### src/rtl/conv_pkg.sv
// Shared widths and limits for the conv MAC path.
// Imported by the accumulator, its interface and round_sat.
package conv_pkg;
  localparam int DATA_W = 18;
  localparam int FRAC   = 8;
  localparam int PROD_W = 2 * DATA_W;
  localparam int WC_W   = 13;

  localparam logic signed [DATA_W-1:0] SAT_MAX =
    18'sh1FFFF;
  localparam logic signed [DATA_W-1:0] SAT_MIN =
    18'sh20000;
endpackage

### src/rtl/conv_accumulator_if.sv
// Operand stream in, result strobe out.
// slave is the accumulator, master drives it.
interface conv_accumulator_if;
  import conv_pkg::*;

  logic signed [DATA_W-1:0] in_a;
  logic signed [DATA_W-1:0] in_b;
  logic                     in_en;
  logic signed [DATA_W-1:0] bias_in;
  logic                     bias_load;
  logic                     relu_en;
  logic                     clear;
  logic signed [DATA_W-1:0] out_data;
  logic                     out_en;
  logic                     busy;
  logic [WC_W-1:0]          window_count;

  modport slave (
    input  in_a, in_b, in_en,
    input  bias_in, bias_load,
    input  relu_en, clear,
    output out_data, out_en,
    output busy, window_count
  );

  modport master (
    output in_a, in_b, in_en,
    output bias_in, bias_load,
    output relu_en, clear,
    input  out_data, out_en,
    input  busy, window_count
  );
endinterface

### src/rtl/conv_accumulator_round_sat.sv
// Bias add, half-up rounding shift, ReLU, saturation.
// Purely combinational so pooling stages can reuse it.
module round_sat
  import conv_pkg::*;
#(
  parameter int FRAC  = conv_pkg::FRAC,
  parameter int ACC_W = 2 * conv_pkg::DATA_W + 8
) (
  input  logic signed [ACC_W-1:0]  sum,
  input  logic signed [DATA_W-1:0] bias,
  input  logic                     relu_en,
  output logic signed [DATA_W-1:0] res
);
  localparam int T_W = ACC_W + 2;

  localparam logic signed [T_W-1:0] RND =
    (T_W'(1) << FRAC) >>> 1;
  localparam logic signed [T_W-1:0] HI =
    T_W'(SAT_MAX);
  localparam logic signed [T_W-1:0] LO =
    T_W'(SAT_MIN);

  logic signed [T_W-1:0] bias_x;
  logic signed [T_W-1:0] t;
  logic signed [T_W-1:0] r;
  logic signed [T_W-1:0] v;

  assign bias_x = T_W'(bias) <<< FRAC;
  assign t = T_W'(sum) + bias_x + RND;
  assign r = t >>> FRAC;

  // clamp negatives if asked, then saturate
  always_comb begin
    v = r;
    if (relu_en && r < 0)
      v = '0;
    res = v[DATA_W-1:0];
    if (v > HI)
      res = SAT_MAX;
    else if (v < LO)
      res = SAT_MIN;
  end
endmodule

### src/rtl/conv_accumulator.sv
// Three-stage MAC: multiply, accumulate TERMS, finalize.
// Feeds the writeback stage one strobe per window.
module conv_accumulator
  import conv_pkg::*;
#(
  parameter int TERMS = 9,
  parameter int FRAC  = conv_pkg::FRAC,
  parameter int ACC_W = 2 * conv_pkg::DATA_W + 8
) (
  input logic clk,
  input logic rst,
  conv_accumulator_if.slave bus
);
  localparam logic [8:0] LAST = 9'(TERMS - 1);

  logic signed [PROD_W-1:0] prod_r;
  logic                     prod_v;
  logic signed [ACC_W-1:0]  acc;
  logic signed [ACC_W-1:0]  acc_nxt;
  logic signed [ACC_W-1:0]  sum_r;
  logic                     sum_v;
  logic [8:0]               cnt;
  logic signed [DATA_W-1:0] bias_r;
  logic signed [DATA_W-1:0] res;
  logic signed [DATA_W-1:0] out_data_r;
  logic                     out_en_r;
  logic [WC_W-1:0]          wc_r;

  assign acc_nxt = (cnt == '0)
    ? ACC_W'(prod_r)
    : acc + ACC_W'(prod_r);

  // S1: register the product of the incoming pair
  always_ff @(posedge clk) begin
    if (rst) begin
      prod_r <= '0;
      prod_v <= 1'b0;
    end else begin
      prod_r <= PROD_W'(bus.in_a) * PROD_W'(bus.in_b);
      prod_v <= bus.in_en & ~bus.clear;
    end
  end

  // S2: accumulate; hand off the sum on the last term
  always_ff @(posedge clk) begin
    if (rst) begin
      acc   <= '0;
      sum_r <= '0;
      sum_v <= 1'b0;
      cnt   <= '0;
    end else if (bus.clear) begin
      cnt   <= '0;
      sum_v <= 1'b0;
    end else if (prod_v) begin
      acc <= acc_nxt;
      if (cnt == LAST) begin
        sum_r <= acc_nxt;
        sum_v <= 1'b1;
        cnt   <= '0;
      end else begin
        sum_v <= 1'b0;
        cnt   <= cnt + 9'd1;
      end
    end else begin
      sum_v <= 1'b0;
    end
  end

  // bias register; finalize at the same edge sees old value
  always_ff @(posedge clk) begin
    if (rst)
      bias_r <= '0;
    else if (bus.bias_load)
      bias_r <= bus.bias_in;
  end

  round_sat #(
    .FRAC  (FRAC),
    .ACC_W (ACC_W)
  ) u_round_sat (
    .sum     (sum_r),
    .bias    (bias_r),
    .relu_en (bus.relu_en),
    .res     (res)
  );

  // S3: latch the finished result and pulse the strobe
  always_ff @(posedge clk) begin
    if (rst) begin
      out_data_r <= '0;
      out_en_r   <= 1'b0;
      wc_r       <= '0;
    end else if (sum_v) begin
      out_data_r <= res;
      out_en_r   <= 1'b1;
      wc_r       <= wc_r + 1'b1;
    end else begin
      out_en_r   <= 1'b0;
    end
  end

  assign bus.out_data     = out_data_r;
  assign bus.out_en       = out_en_r;
  assign bus.window_count = wc_r;
  assign bus.busy = (cnt != '0) | prod_v | sum_v;
endmodule

### src/flat_wrapper.sv
// flat-port wrapper written by rule: the top's interface ports become plain ports
module conv_accumulator_flat import conv_pkg::*;
#(
  parameter int TERMS = 9,
  parameter int FRAC  = conv_pkg::FRAC,
  parameter int ACC_W = 2 * conv_pkg::DATA_W + 8
)
  (clk, rst, bus_in_a, bus_in_b, bus_in_en, bus_bias_in, bus_bias_load, bus_relu_en, bus_clear, bus_out_data, bus_out_en, bus_busy, bus_window_count);
  conv_accumulator_if bus_i ();
  input logic clk;
  input logic rst;
  input wire logic [$bits(bus_i.in_a)-1:0] bus_in_a;
  input wire logic [$bits(bus_i.in_b)-1:0] bus_in_b;
  input wire logic [$bits(bus_i.in_en)-1:0] bus_in_en;
  input wire logic [$bits(bus_i.bias_in)-1:0] bus_bias_in;
  input wire logic [$bits(bus_i.bias_load)-1:0] bus_bias_load;
  input wire logic [$bits(bus_i.relu_en)-1:0] bus_relu_en;
  input wire logic [$bits(bus_i.clear)-1:0] bus_clear;
  output wire logic [$bits(bus_i.out_data)-1:0] bus_out_data;
  output wire logic [$bits(bus_i.out_en)-1:0] bus_out_en;
  output wire logic [$bits(bus_i.busy)-1:0] bus_busy;
  output wire logic [$bits(bus_i.window_count)-1:0] bus_window_count;
  assign bus_i.in_a = bus_in_a;
  assign bus_i.in_b = bus_in_b;
  assign bus_i.in_en = bus_in_en;
  assign bus_i.bias_in = bus_bias_in;
  assign bus_i.bias_load = bus_bias_load;
  assign bus_i.relu_en = bus_relu_en;
  assign bus_i.clear = bus_clear;
  assign bus_out_data = bus_i.out_data;
  assign bus_out_en = bus_i.out_en;
  assign bus_busy = bus_i.busy;
  assign bus_window_count = bus_i.window_count;
  conv_accumulator #(.TERMS(TERMS), .FRAC(FRAC), .ACC_W(ACC_W)) u_core (.clk(clk), .rst(rst), .bus(bus_i));
endmodule
### config.mk
export PLATFORM = sky130hd
export DESIGN_NAME = conv_accumulator_flat
export DESIGN_NICKNAME = d
export VERILOG_FILES = /design/src/rtl/conv_pkg.sv /design/src/rtl/conv_accumulator_if.sv /design/src/rtl/conv_accumulator_round_sat.sv /design/src/rtl/conv_accumulator.sv /design/src/flat_wrapper.sv
export SDC_FILE = /design/constraint.sdc
export NUM_CORES = 1
export LEC_CHECK = 0
export CAP_MARGIN = 20
export CORE_MARGIN = 2
export CORE_UTILIZATION = 60
export DETAILED_ROUTE_END_ITERATION = 7
export GPL_ROUTABILITY_DRIVEN = 0
export GPL_TIMING_DRIVEN = 0
export PLACE_DENSITY_LB_ADDON = 0.05
export SLEW_MARGIN = 20
export SYNTH_ARGS = -nofsm -noshare
export SYNTH_HDL_FRONTEND = slang
export SYNTH_HIERARCHICAL = 1
export SYNTH_SLANG_ARGS = --single-unit
export TNS_END_PERCENT = 30
### constraint.sdc
create_clock -name clk -period 11.3 [get_ports clk]
set_input_delay 2.26 -clock clk [delete_from_list [all_inputs] [get_ports clk]]
set_output_delay 2.26 -clock clk [all_outputs]
set_load 0.005 [all_outputs]
[Yosys cells after proc, flatten, opt, wreduce, memory -nomap -nowiden]
Cells that the tools add are included.
Storage, ports and cells
  register bits: 185
  input port bits: 60
  word-level logic and storage cells: 39
Cells by class
  add/sub/neg operators: 5
  multipliers: 1
  order comparisons: 3
  equal/unequal tests: 1
  multiplexer cells: 7
  bitwise gates (word level): 5
  reductions and logical operators: 7
Operators with widths (number)
  45-bit by 9-bit adder with 46-bit output (second input constant): 1
  46-bit by 18-bit > comparator with 1-bit output (second input constant): 1
  46-bit by 18-bit < comparator with 1-bit output (second input constant): 1
  46-bit two-way mux: 1
  44-bit by 26-bit adder with 45-bit output: 1
  44-bit by 36-bit adder with 44-bit output: 1
  44-bit two-way mux: 1
  38-bit by 1-bit < comparator with 1-bit output (second input constant): 1
  18-bit by 18-bit multiplier with 36-bit output: 1
  18-bit two-way mux: 2
  13-bit by 1-bit adder with 13-bit output (second input constant): 1
  9-bit by 1-bit adder with 9-bit output (second input constant): 1
  9-bit by 4-bit == test with 1-bit output (second input constant): 1
  9-bit zero test: 1
  9-bit two-way mux: 1
  9-bit nonzero test: 1
  3-bit AND reduction: 1
  3-bit OR reduction: 1
  1-bit two-way mux: 2
  1-bit inverter: 2
  1-bit bitwise OR: 2
  2-bit AND reduction: 1
  2-bit OR reduction: 1
  1-bit AND: 1
  1-bit logical AND: 1

[Longest topological paths before layout]
  word-level depth: 8
  depth in mapped cells: 25
  mapped depth without buffers: 24

[By module]
The synthesis kept the hierarchy.
Modules (own cells, without submodules)
  conv_accumulator: times used 1, cells each 2466, area an instance 21540.7 sq um, seq. area each 3703.6 sq um
  round_sat: times used 1, cells each 395, area an instance 2771.4 sq um, seq. area each 0.0 sq um

[Worst setup path before layout]
No wires, ideal clock.
  path kind: input port to flip-flop
  from: in bus_in_b[1]
  to: reg u_core.prod_r[35]
  library setup time: 0.128 ns
  arrival time: 8.301 ns
  data required time: 11.172 ns
  setup slack: 2.871 ns
  stages on the path: 24
  cells stage by stage: clkbuf_1 and2_1 fa_1 inv_1 fa_1 inv_1 ha_1 inv_1 fa_1 inv_1 fa_1 inv_1 fa_1 inv_1 ha_1 a21o_1 a21oi_1 o21bai_1 a311oi_1 a2bb2oi_1 a31oi_1 a221oi_1 xnor2_1 nor2_1
Between the ends
  cells in the longest elaborated chain, start to end: 1
Ends and longest elaborated chain
  start, declared: RTL line flat_wrapper.sv:13  | input wire logic [$bits(bus_i.in_b)-1:0] bus_in_b;
  18-bit by 18-bit multiplier with 36-bit output: RTL line conv_accumulator.sv:39  | prod_r <= PROD_W'(bus.in_a) * PROD_W'(bus.in_b);
  end signal, assigned: RTL line conv_accumulator.sv:39
  end, declared: RTL line conv_accumulator.sv:16  | logic signed [PROD_W-1:0] prod_r;
No other way between the ends.
A chain may end at the register's enable or synchronous reset.

[Worst setup path after layout]
  from: in bus_in_b[0]
  to: reg u_core.prod_r[35]
The elaborated chain is that of the path after synthesis.

==> results.toml <==
[cells_and_area]
nNetsFinal = 3506
drive_gt1_share_pct = 3.83
syn2layout_area_growth_pct = 8.60
layout_commonest_cell = "inv_1"
fill_cells = 3386
instances_no_fill = 3478
layout_common_cells = "inv_1 (441), fa_1 (331), nand2_1 (287)"
n_antenna_cell = 0

[route]
vias_per_cell = 5.86
wl_per_cell_um = 19.0
drc_errors = 0
dr.pass1.iters = 6
ant_nets = 0
dr_total_vias = 20386
wl_um = 66200
drt_iter0_markers = 1740

[floorplanning]
start_util_pct = 60.8
num_rows = 73
dieWidth_um = 204
chipHeight_um = 204
dieArea_um2 = 41800
core_area_um2 = 39600
ios = 93

[logic_synthesis]
syn_inst = 2837
yosys_warnings = 6
syn_avg_cell_area_um2 = 8.49
synth_nets = 3403
syn_area_um2 = 24100

[clocking]
post_cts_resized = 0
clkLatencyLatePin_ps = 460
holdBufCountCts = 0
post_cts_buffers = 0
cts_root_buffer = "clkbuf_16"
cts_tree = "built"
cts_htree_levels = 4
clk_pin_slew_ps = 70
numCtsBuffers = 17
clock_sinks = 178
clk_path_buf_depth = 2

[sta]
max_freq_mhz = 101
grt_setup_unrepaired = "false"
holdWs_ps = 460
setup_viol = 0
final.setup.tns_ps = 0
finalWorstSetupSlack_ps = 1370
fin_worst_skew_ps = 11.7
period_share_pct = 87.9
slew_violations = 0
slew_headroom_pct = 22.2
hold_violations = 0
period_needed_ps = 9930
worst_pin_slew_ps = 1170

[worst_setup_path]
crit_fanout = 10
required_ps = 11600
worst_ep_arrival_time_ps = 10240
path_common_cell = "inv_1"
crit_type = "input port to register"
worst_path_largest_cell_delay_ps = 720
startpoint_type = "input port"
worstSetupEndpointType = "register"
cp_slowest_cell = "fa_1"

[placed_design]
io_buffer_count = 84
hpwl_um = 54800
dp_worst_setup_slack_ps = 921
placed_cells = 3446

[global_route]
grt_start_max_net_pins = 21
grt_use_met1_pct = 40.6
grt_pass1_wl_um = 106000
grt_usage_pct = 32.7
met2_usage_pct = 57.1
grt.met3_usage_pct = 3.27
grt_pass1_vias = 20500
overflow = 0
top_usage_layer = "met2"
grt_antenna_before_repair = 1

[power_and_ir_drop]
leakage_nw = 12.0
power_density_nw_per_um2 = 336
ir_worst_vdd_mv = 0.349

[min_path]
holdCritPathClass = "register to register"

[outcome]
outcome = "finished, final reports clean"

[job]
maxCapViolCount = 0
final timing paths:
check / start / end / slack, ps / cells after the start
hold / removal: u_core/sum_r[38] / u_core/sum_r[38] / 460 / 2
setup reg to reg: u_core/bias_r[17] / u_core/bus.out_data[2] / 6520 / 14
hold reg to reg: u_core/sum_r[38] / u_core/sum_r[38] / 460 / 2
setup / recovery: bus_in_b[0] / u_core/prod_r[35] / 1370 / 26
critical path: cells and delay by family:
family                     cells  cell delay [ps]
xor gates and xnor gates       1              190
buffers and inverters          9             1780
AOI/OAI and AO/OA              7             1940
and+or+nand+nor                2              250
adders and majority gates      7             3790
layout make-up:
| cell class | instances | area (um^2) | area share (%) |
|---|---|---|---|
| clock inverters | 15 | 149 | 0.569 |
| inverters | 441 | 1660 | 6.33 |
| clock buffers | 17 | 425 | 1.63 |
| flip-flops and latches | 178 | 3560 | 13.6 |
| plain buffers | 127 | 531 | 2.03 |
| multi-input cells | 2091 | 18300 | 70.1 |
| repair buffers | 84 | 841 | 3.21 |
| well taps | 525 | 657 | 2.51 |
metrics by stage:
stage	cell area (um^2)	power, mW	util [%]
after global placement	25600	7.99	64.5
after global routing	26200	9.90	66.0
after detailed placement	25600	8.16	64.5
after CTS	26200	8.80	66.0
after floorplan	24100	6.63	-
final	26200	8.78	66.0
layer usage:
layer	up-vias	part of all wire [%]	routed length, um
li1	9501	-	-
met1	9820	40	26600
met2	846	49	32200
met3	219	6.2	4110
met4	0	5.1	3370
met5	-	0	0
flip-flops by register name (all words and copies together), names as in the netlist:
name,flops
u_core/acc,44
u_core/bias_r,18
u_core/bus.out_data,18
u_core/bus.out_en,1
u_core/bus.window_count,13
u_core/cnt,9
u_core/prod_r,36
u_core/prod_v,1
u_core/sum_r,37
u_core/sum_v,1
report_power, final:
part / leakage, nW / internal [mW] / switching (mW)
combinational: 10.3 / 3.09 / 4.32
clock: 0.280 / 0.309 / 0.274
sequential: 1.45 / 0.744 / 0.0478
(Power assumes the default switching activity.)
